--- config.mk ---
export PLATFORM = sky130hd
export DESIGN_NAME = decode_instruction
export DESIGN_NICKNAME = d
export VERILOG_FILES = /design/src/rtl/decode_instruction.sv
export SDC_FILE = /design/constraint.sdc
export NUM_CORES = 1
export LEC_CHECK = 0
export BUFFER_PORTS_ARGS = -buffer_cell sky130_fd_sc_hd__buf_2
export CORE_MARGIN = 5
export CORE_UTILIZATION = 44
export DETAILED_ROUTE_END_ITERATION = 6
export MAX_ROUTING_LAYER = met4
export PLACE_DENSITY = 0.77
export RECOVER_POWER = 50
export SKIP_LAST_GASP = 1
export SYNTH_ARGS = -nofsm -noshare
export SYNTH_HDL_FRONTEND = slang
export SYNTH_SLANG_ARGS = --single-unit
--- constraint.sdc ---
create_clock -name clk -period 1.6 [get_ports clk]
set_input_delay 0.24 -clock clk [delete_from_list [all_inputs] [get_ports clk]]
set_output_delay 0.24 -clock clk [all_outputs]
set_load 0.05 [all_outputs]
--- src/rtl/decode_instruction.sv ---
// decode_instruction: one-cycle registered instruction decoder; DECODE_ILLEGAL_TRAP_EN flags reserved opcodes as illegal
module decode_instruction #(
   parameter int INSTRUCTION_WIDTH = 33,
   parameter int OPCODE_W          = 5,
   parameter int REG_W             = 4,
   parameter int IMM_W             = 16
) (
   input  logic                         clk,
   input  logic                         reset,
   input  logic                         instr_valid,
   input  logic [INSTRUCTION_WIDTH-1:0] instruction,
   output logic [OPCODE_W-1:0]          opcode,
   output logic [REG_W-1:0]             reg_dest,
   output logic [REG_W-1:0]             reg_source_1,
   output logic [REG_W-1:0]             reg_source_2,
   output logic [IMM_W-1:0]             immediate,
   output logic                         dec_valid,
   output logic                         reg_write,
   output logic                         mem_read,
   output logic                         mem_write,
   output logic                         alu_src_imm,
   output logic [3:0]                   alu_op,
   output logic                         is_branch,
   output logic                         branch_ne,
   output logic                         is_jump,
   output logic                         halt,
   output logic                         illegal
);
   localparam int S2_LSB = IMM_W;
   localparam int S1_LSB = IMM_W + REG_W;
   localparam int RD_LSB = IMM_W + 2 * REG_W;
   logic [OPCODE_W-1:0] op;
   logic [11:0]         ctl;
   logic                illegal_d;
   assign op = instruction[INSTRUCTION_WIDTH-1 -: OPCODE_W];
   // ctl = {reg_write, mem_read, mem_write, alu_src_imm, alu_op, is_branch, branch_ne, is_jump, halt}
   always_comb begin
      ctl = '0;
      case (op)
         5'h01: ctl = 12'b1100_0000_0000;
         5'h02: ctl = 12'b1001_0000_0000;
         5'h03: ctl = 12'b0010_0000_0000;
         5'h04: ctl = 12'b1000_0010_0000;
         5'h05: ctl = 12'b1000_0001_0000;
         5'h06: ctl = 12'b1001_0001_0000;
         5'h07: ctl = 12'b1000_0011_0000;
         5'h08: ctl = 12'b1000_0100_0000;
         5'h09: ctl = 12'b1000_0101_0000;
         5'h0A: ctl = 12'b1000_0110_0000;
         5'h0B: ctl = 12'b1000_0111_0000;
         5'h0C: ctl = 12'b0000_0000_0010;
         5'h0D: ctl = 12'b0000_0010_1000;
         5'h0E: ctl = 12'b0000_0010_1100;
         5'h0F: ctl = 12'b0000_0000_0001;
         default: ctl = '0;
      endcase
   end
`ifdef DECODE_ILLEGAL_TRAP_EN
   assign illegal_d = op > 5'h0F;
`else
   assign illegal_d = 1'b0;
`endif
   always_ff @(posedge clk) begin
      if (reset) begin
         {opcode, reg_dest, reg_source_1, reg_source_2, immediate} <= '0;
         {reg_write, mem_read, mem_write, alu_src_imm, alu_op, is_branch, branch_ne, is_jump, halt} <= '0;
         dec_valid <= 1'b0;
         illegal   <= 1'b0;
      end else begin
         dec_valid <= instr_valid;
         illegal   <= instr_valid & illegal_d;
         {reg_write, mem_read, mem_write, alu_src_imm, alu_op, is_branch, branch_ne, is_jump, halt} <= instr_valid ? ctl : '0;
         if (instr_valid) begin
            opcode       <= op;
            reg_dest     <= instruction[RD_LSB +: REG_W];
            reg_source_1 <= instruction[S1_LSB +: REG_W];
            reg_source_2 <= instruction[S2_LSB +: REG_W];
            immediate    <= instruction[IMM_W-1:0];
         end
      end
   end
endmodule

==> results of run 1 <==
[flip-flops by register name, summed over array words and instances (netlist names)]
signal	cells
dec_valid	1
halt	1
reg_source_1	4
branch_ne	1
alu_op	3
mem_read	1
immediate	16
opcode	5
reg_dest	4
is_jump	1
is_branch	1
reg_write	1
alu_src_imm	1
reg_source_2	4
mem_write	1
[power by group]
| part | internal [W] | switching, W | total, W |
|---|---|---|---|
| registers | 0.00117 | 0.0000240 | 0.00120 |
| logic | 0.000128 | 0.000317 | 0.000446 |
| clock network | 0.000509 | 0.000351 | 0.000860 |
| total | 0.00181 | 0.000692 | 0.00250 |
[cells in the final DEF (no fill, tap or decap), types with 2 or more instances in the layout]
cell / synthesis / routed
nor2_1: 34 / 34
nor3_1: 1 / 2
buf_4: 3 / 2
dfxtp_1: 45 / 45
ha_1: 2 / 2
a21oi_1: 2 / 2
nor4_1: 2 / 2
inv_1: 3 / 3
mux2i_1: 34 / 34
clkbuf_1: 6 / 3
conb_1: 1 / 2
buf_2: 4 / 78
clkbuf_8: 0 / 6
nor3_2: 3 / 2
nor3b_1: 3 / 3
[cells by family after synthesis]
group                    share of synthesized area [%]
multiplexers                                      21.1
flip-flops                                        55.9
other                                            0.233
AND/OR/NAND/NOR                                   15.4
AO/OA/AOI/OAI                                     1.09
adder cells (fa/ha/maj)                           1.55
buffers and inverters                             4.74
[per-layer routing]
layer | global-route usage, % | vias to the layer above | part of all wire [%]
met3 | 4.89 | 3 | 8.9
met5 | - | - | 0
met4 | 5.11 | 0 | 0.63
met2 | 23.7 | 51 | 47
li1 | - | 642 | -
met1 | 17.7 | 582 | 43
[per-stage QoR]
| step | power [W] | cells |
|---|---|---|
| 2_1_floorplan | 0.00156 | 152 |
| 3_3_place_gp | 0.00167 | 269 |
| 3_5_place_dp | 0.00167 | 269 |
| 4_1_cts | 0.00253 | 277 |
| 5_1_grt | 0.00262 | 277 |
| 6_report | 0.00250 | 277 |
[path summary, 6_finish.rpt]
check | from | end | slack (ns) | cells after the start
max | alu_op[2] | alu_op[2] | 0.30 | 1
min | instruction[21] | reg_source_1[1] | 0.18 | 3
max reg2reg | reg_dest[2] | reg_dest[2] | 0.98 | 2
min reg2reg | reg_source_1[3] | reg_source_1[3] | 0.49 | 2
[final cells by class]
type	count	area [sq um]
Tap cell	48	60.1
Inverter	3	11.3
Clock inverter	1	30.0
Sequential cell	45	901
Multi-Input combinational cell	91	631
Fill cell	324	1470
Timing Repair Buffer	82	413
Clock buffer	7	86.3
==> flow_summary.ini, run 1 <==
[run_status]
status = finished, final reports clean

[grt]
grt_max_degree = 35
gr-total-overflow = 0
grt_first_pass_wirelength_microns = 5800
grt_use_total_pct = 14.9
grt_pass1_vias = 1240
antenna_found_initial = 0

[worst_setup_path]
critPathKind = register to output pin
start_kind = register
cp_data_arrival_time_ns = 1.06
cpMaxStageDelayCell = clkbuf_1
worstSetupEndpointType = output pin
cp_cell_sequence = clkbuf_1
path_max_fanout = 1
slowest_delay_ns = 0.46
path_buf_inv = 1
worstPathRequired_ns = 1.36
crit_family = buffers and inverters

[detailed_routing]
via_count = 1278
ant_nets = 0
drt_wl_total_microns = 3490
first_pass_iters = 3
dr.first_iter.drc_count = 73
drc = 0
vias_per_cell = 4.61
wl_per_cell_microns = 12.6

[clock_tree]
holdBufCountCts = 0
htreeDepth = 2
clkLatencyLatePin_ns = 0.29
path_clk_slew_ns = 0.08
cts_tree = built
clkSinkCount = 45
numCtsBuffers = 5
clock-root-buffer = clkbuf_8
postCtsSetupBuffers = 0
cts_resized = 0
clock_path_buffers = 2

[synth]
syn-mean-instance-area_sq_um = 10.7
synth_area_sq_um = 1610
netlist_top_cells_count = 45 x dfxtp_1, 34 x mux2i_1, 34 x nor2_1, 6 x clkbuf_1, 4 x buf_2
synth_ff_type = dfxtp_1
async_reset_ff_share_pct = 0
synth_top_area_share_pct = 55.9
synth_cell_types = 22
yosys_warnings = 0
synth_area_leaders = dfxtp_1 56%, mux2i_1 21%, nor2_1 7.9%
synth_edf_count = 0
synth_seq_area_share_pct = 55.9
synth_top_area_cell = dfxtp_1
ys_seq_elements = 45
syn_inst = 151
yosysMostFrequentCell = dfxtp_1

[floorplan]
die-area_sq_um = 4970
die_x_microns = 70.5
num_io_pins = 83
coreArea_sq_um = 3610
row_count = 22
start_util_pct = 44.7
fp.dieH_microns = 70.5

[cells_and_area]
syn2layout_area_growth_pct = 32.3
post-route-util_pct = 59.1
design_area_sq_um = 2130
nets = 266
antenna_cells = 0
layout-drive-gt1-share_pct = 39.3

[placement]
place_congestion = 0.685
dp_hpwl_microns = 2610
portBuffers = 80
post_dp_cell_area_sq_um = 2030
pre_cts_slack_ns = 0.207

[sta]
relSlewSlack_pct = 60.0
setup_viol = 0
max_freq_mhz = 771
setup_slack_ns = 0.304
fin_crit_sh_pct = 81.0
min_period_ns = 1.30
rsz0062_at_grt = false
worst_slew_pin_slew_ns = 0.602
whs_ns = 0.181
tns_ns = 0
finalHoldViolCount = 0
slew_viol_final = 0
finClkSkew_ns = 0

[run]
maxCapViolations = 0

[pwr]
p_leak_nw = 1.13
vdd_ir_drop_max_mv = 0.555
powerDensity_nw_per_um2 = 1170

[worst_hold_path]
hp-class = input pin to register
Power figures use the tool's default switching activity.
==> inputs of run 2 (changes only) <==
==> constraint.sdc (replaced) <==
create_clock -name clk -period 1.28 [get_ports clk]
set_input_delay 0.192 -clock clk [delete_from_list [all_inputs] [get_ports clk]]
set_output_delay 0.192 -clock clk [all_outputs]
set_load 0.05 [all_outputs]
==> flow_summary.ini, run 2 (synthesis gave the netlist of run 1 again) <==
[floorplan]
start_util_pct = 44.7
row_count = 22
coreArea_sq_um = 3610
die_x_microns = 70.5
fp.dieH_microns = 70.5
num_io_pins = 83
die-area_sq_um = 4970

[clock_tree]
clkSinkCount = 45
postCtsSetupBuffers = 0
clkLatencyLatePin_ns = 0.29
path_clk_slew_ns = 0.08
clock_path_buffers = 2
cts_resized = 0
numCtsBuffers = 5
htreeDepth = 2
holdBufCountCts = 0
clock-root-buffer = clkbuf_8
cts_tree = built

[detailed_routing]
first_pass_iters = 4
via_count = 1301
wl_per_cell_microns = 12.6
top_layer_used = met4
wl_met2_microns = 1640
wl_met3_microns = 290
drt_wl_total_microns = 3540
m1WireLength_microns = 1570
vias_per_cell = 4.61
drc = 0
ant_nets = 0
dr.first_iter.drc_count = 85

[placement]
place_congestion = 0.803
dp_hpwl_microns = 2600
portBuffers = 80

[cells_and_area]
syn2layout_area_growth_pct = 31.9
final_cell_mix = 79 x buf_2, 45 x dfxtp_1, 34 x mux2i_1, 34 x nor2_1
largest_register = immediate
largestRegisters = immediate x16, opcode x5
nets = 271
largest_register_ffs = 16
fill_cells = 342
layout-drive-gt1-share_pct = 40.2
layout_commonest_cell = buf_2
antenna_cells = 0

[sta]
fin_crit_sh_pct = 88.2
max_freq_mhz = 886
relSlewSlack_pct = 46.9
worst_slew_pin_slew_ns = 0.797
finalHoldViolCount = 0
setup_viol = 0
slew_viol_final = 0
rsz0062_at_grt = false
whs_ns = 0.133
min_period_ns = 1.13
tns_ns = 0
finClkSkew_ns = 0

[pwr]
vdd_ir_drop_max_mv = 0.881
p_total_w = 0.00288
p_leak_nw = 1.14
powerDensity_nw_per_um2 = 1360

[grt]
antenna_found_initial = 0
grt_first_pass_wirelength_microns = 5730
grt_max_degree = 35
grt_pass1_vias = 1294
grt_use_total_pct = 14.9
gr-total-overflow = 0

[worst_hold_path]
hp-class = input pin to register

[worst_setup_path]
cpMaxStageDelayCell = clkbuf_2
critPathKind = input pin to register
start_kind = input pin
path_buf_inv = 2
worstPathRequired_ns = 1.45
crit_family = buffers and inverters
cp_data_arrival_time_ns = 1.30
cp_cell_sequence = clkbuf_1, clkbuf_2, mux2i_1, nor2_1
slowest_delay_ns = 0.65
worstSetupEndpointType = register
path_max_fanout = 25

[run]
maxCapViolations = 0

[run_status]
status = finished, final reports clean
==> run 2: power by group <==
part	switching (W)	total (W)	internal (W)
sequential	0.0000291	0.00150	0.00147
combinational	0.000398	0.000567	0.000169
clock	0.000440	0.000818	0.000378
total	0.000867	0.00288	0.00201
==> run 2: area by class of cell <==
type                    count  area [sq um]  area share, %
well taps                  48          60.1           2.83
clock buffers               6          72.6           3.41
multi-input cells          91           626           29.4
clock inverters             2          10.0          0.471
inverters                   3          11.3          0.530
flip-flops and latches     45           901           42.4
repair buffers             87           445           21.0
==> run 2: worst paths after layout <==
path | startpoint | to | slack [ns] | cells past startpoint
max | instr_valid | immediate[7] | 0.15 | 4
min | instruction[2] | immediate[2] | 0.13 | 3
max reg2reg | immediate[7] | immediate[7] | 0.66 | 2
min reg2reg | immediate[12] | immediate[12] | 0.49 | 2
==> run 2: tightest hold or removal path, stage by stage <==
cell     delay [ns]
buf_2          0.07
mux2i_1        0.05
nor2_1         0.07
==> run 2: stage by stage <==
| stage | utilization [%] | cells | setup WS (ns) | area (sq um) |
|---|---|---|---|---|
| floorplan | - | 152 | 0.0238 | 1620 |
| global placement | 57.2 | 274 | 0.117 | 2060 |
| detailed placement | 57.2 | 274 | 0.107 | 2060 |
| CTS | 59.5 | 282 | 0.168 | 2150 |
| global route | 59.0 | 282 | 0.0853 | 2130 |
| finish | 59.0 | 282 | 0.151 | 2130 |
==> run 2: routing by layer <==
layer / vias up / global-route usage [%]
met5: - / -
met4: 0 / 4.47
met3: 5 / 6.33
met2: 54 / 22.6
met1: 584 / 18.0
li1: 658 / -
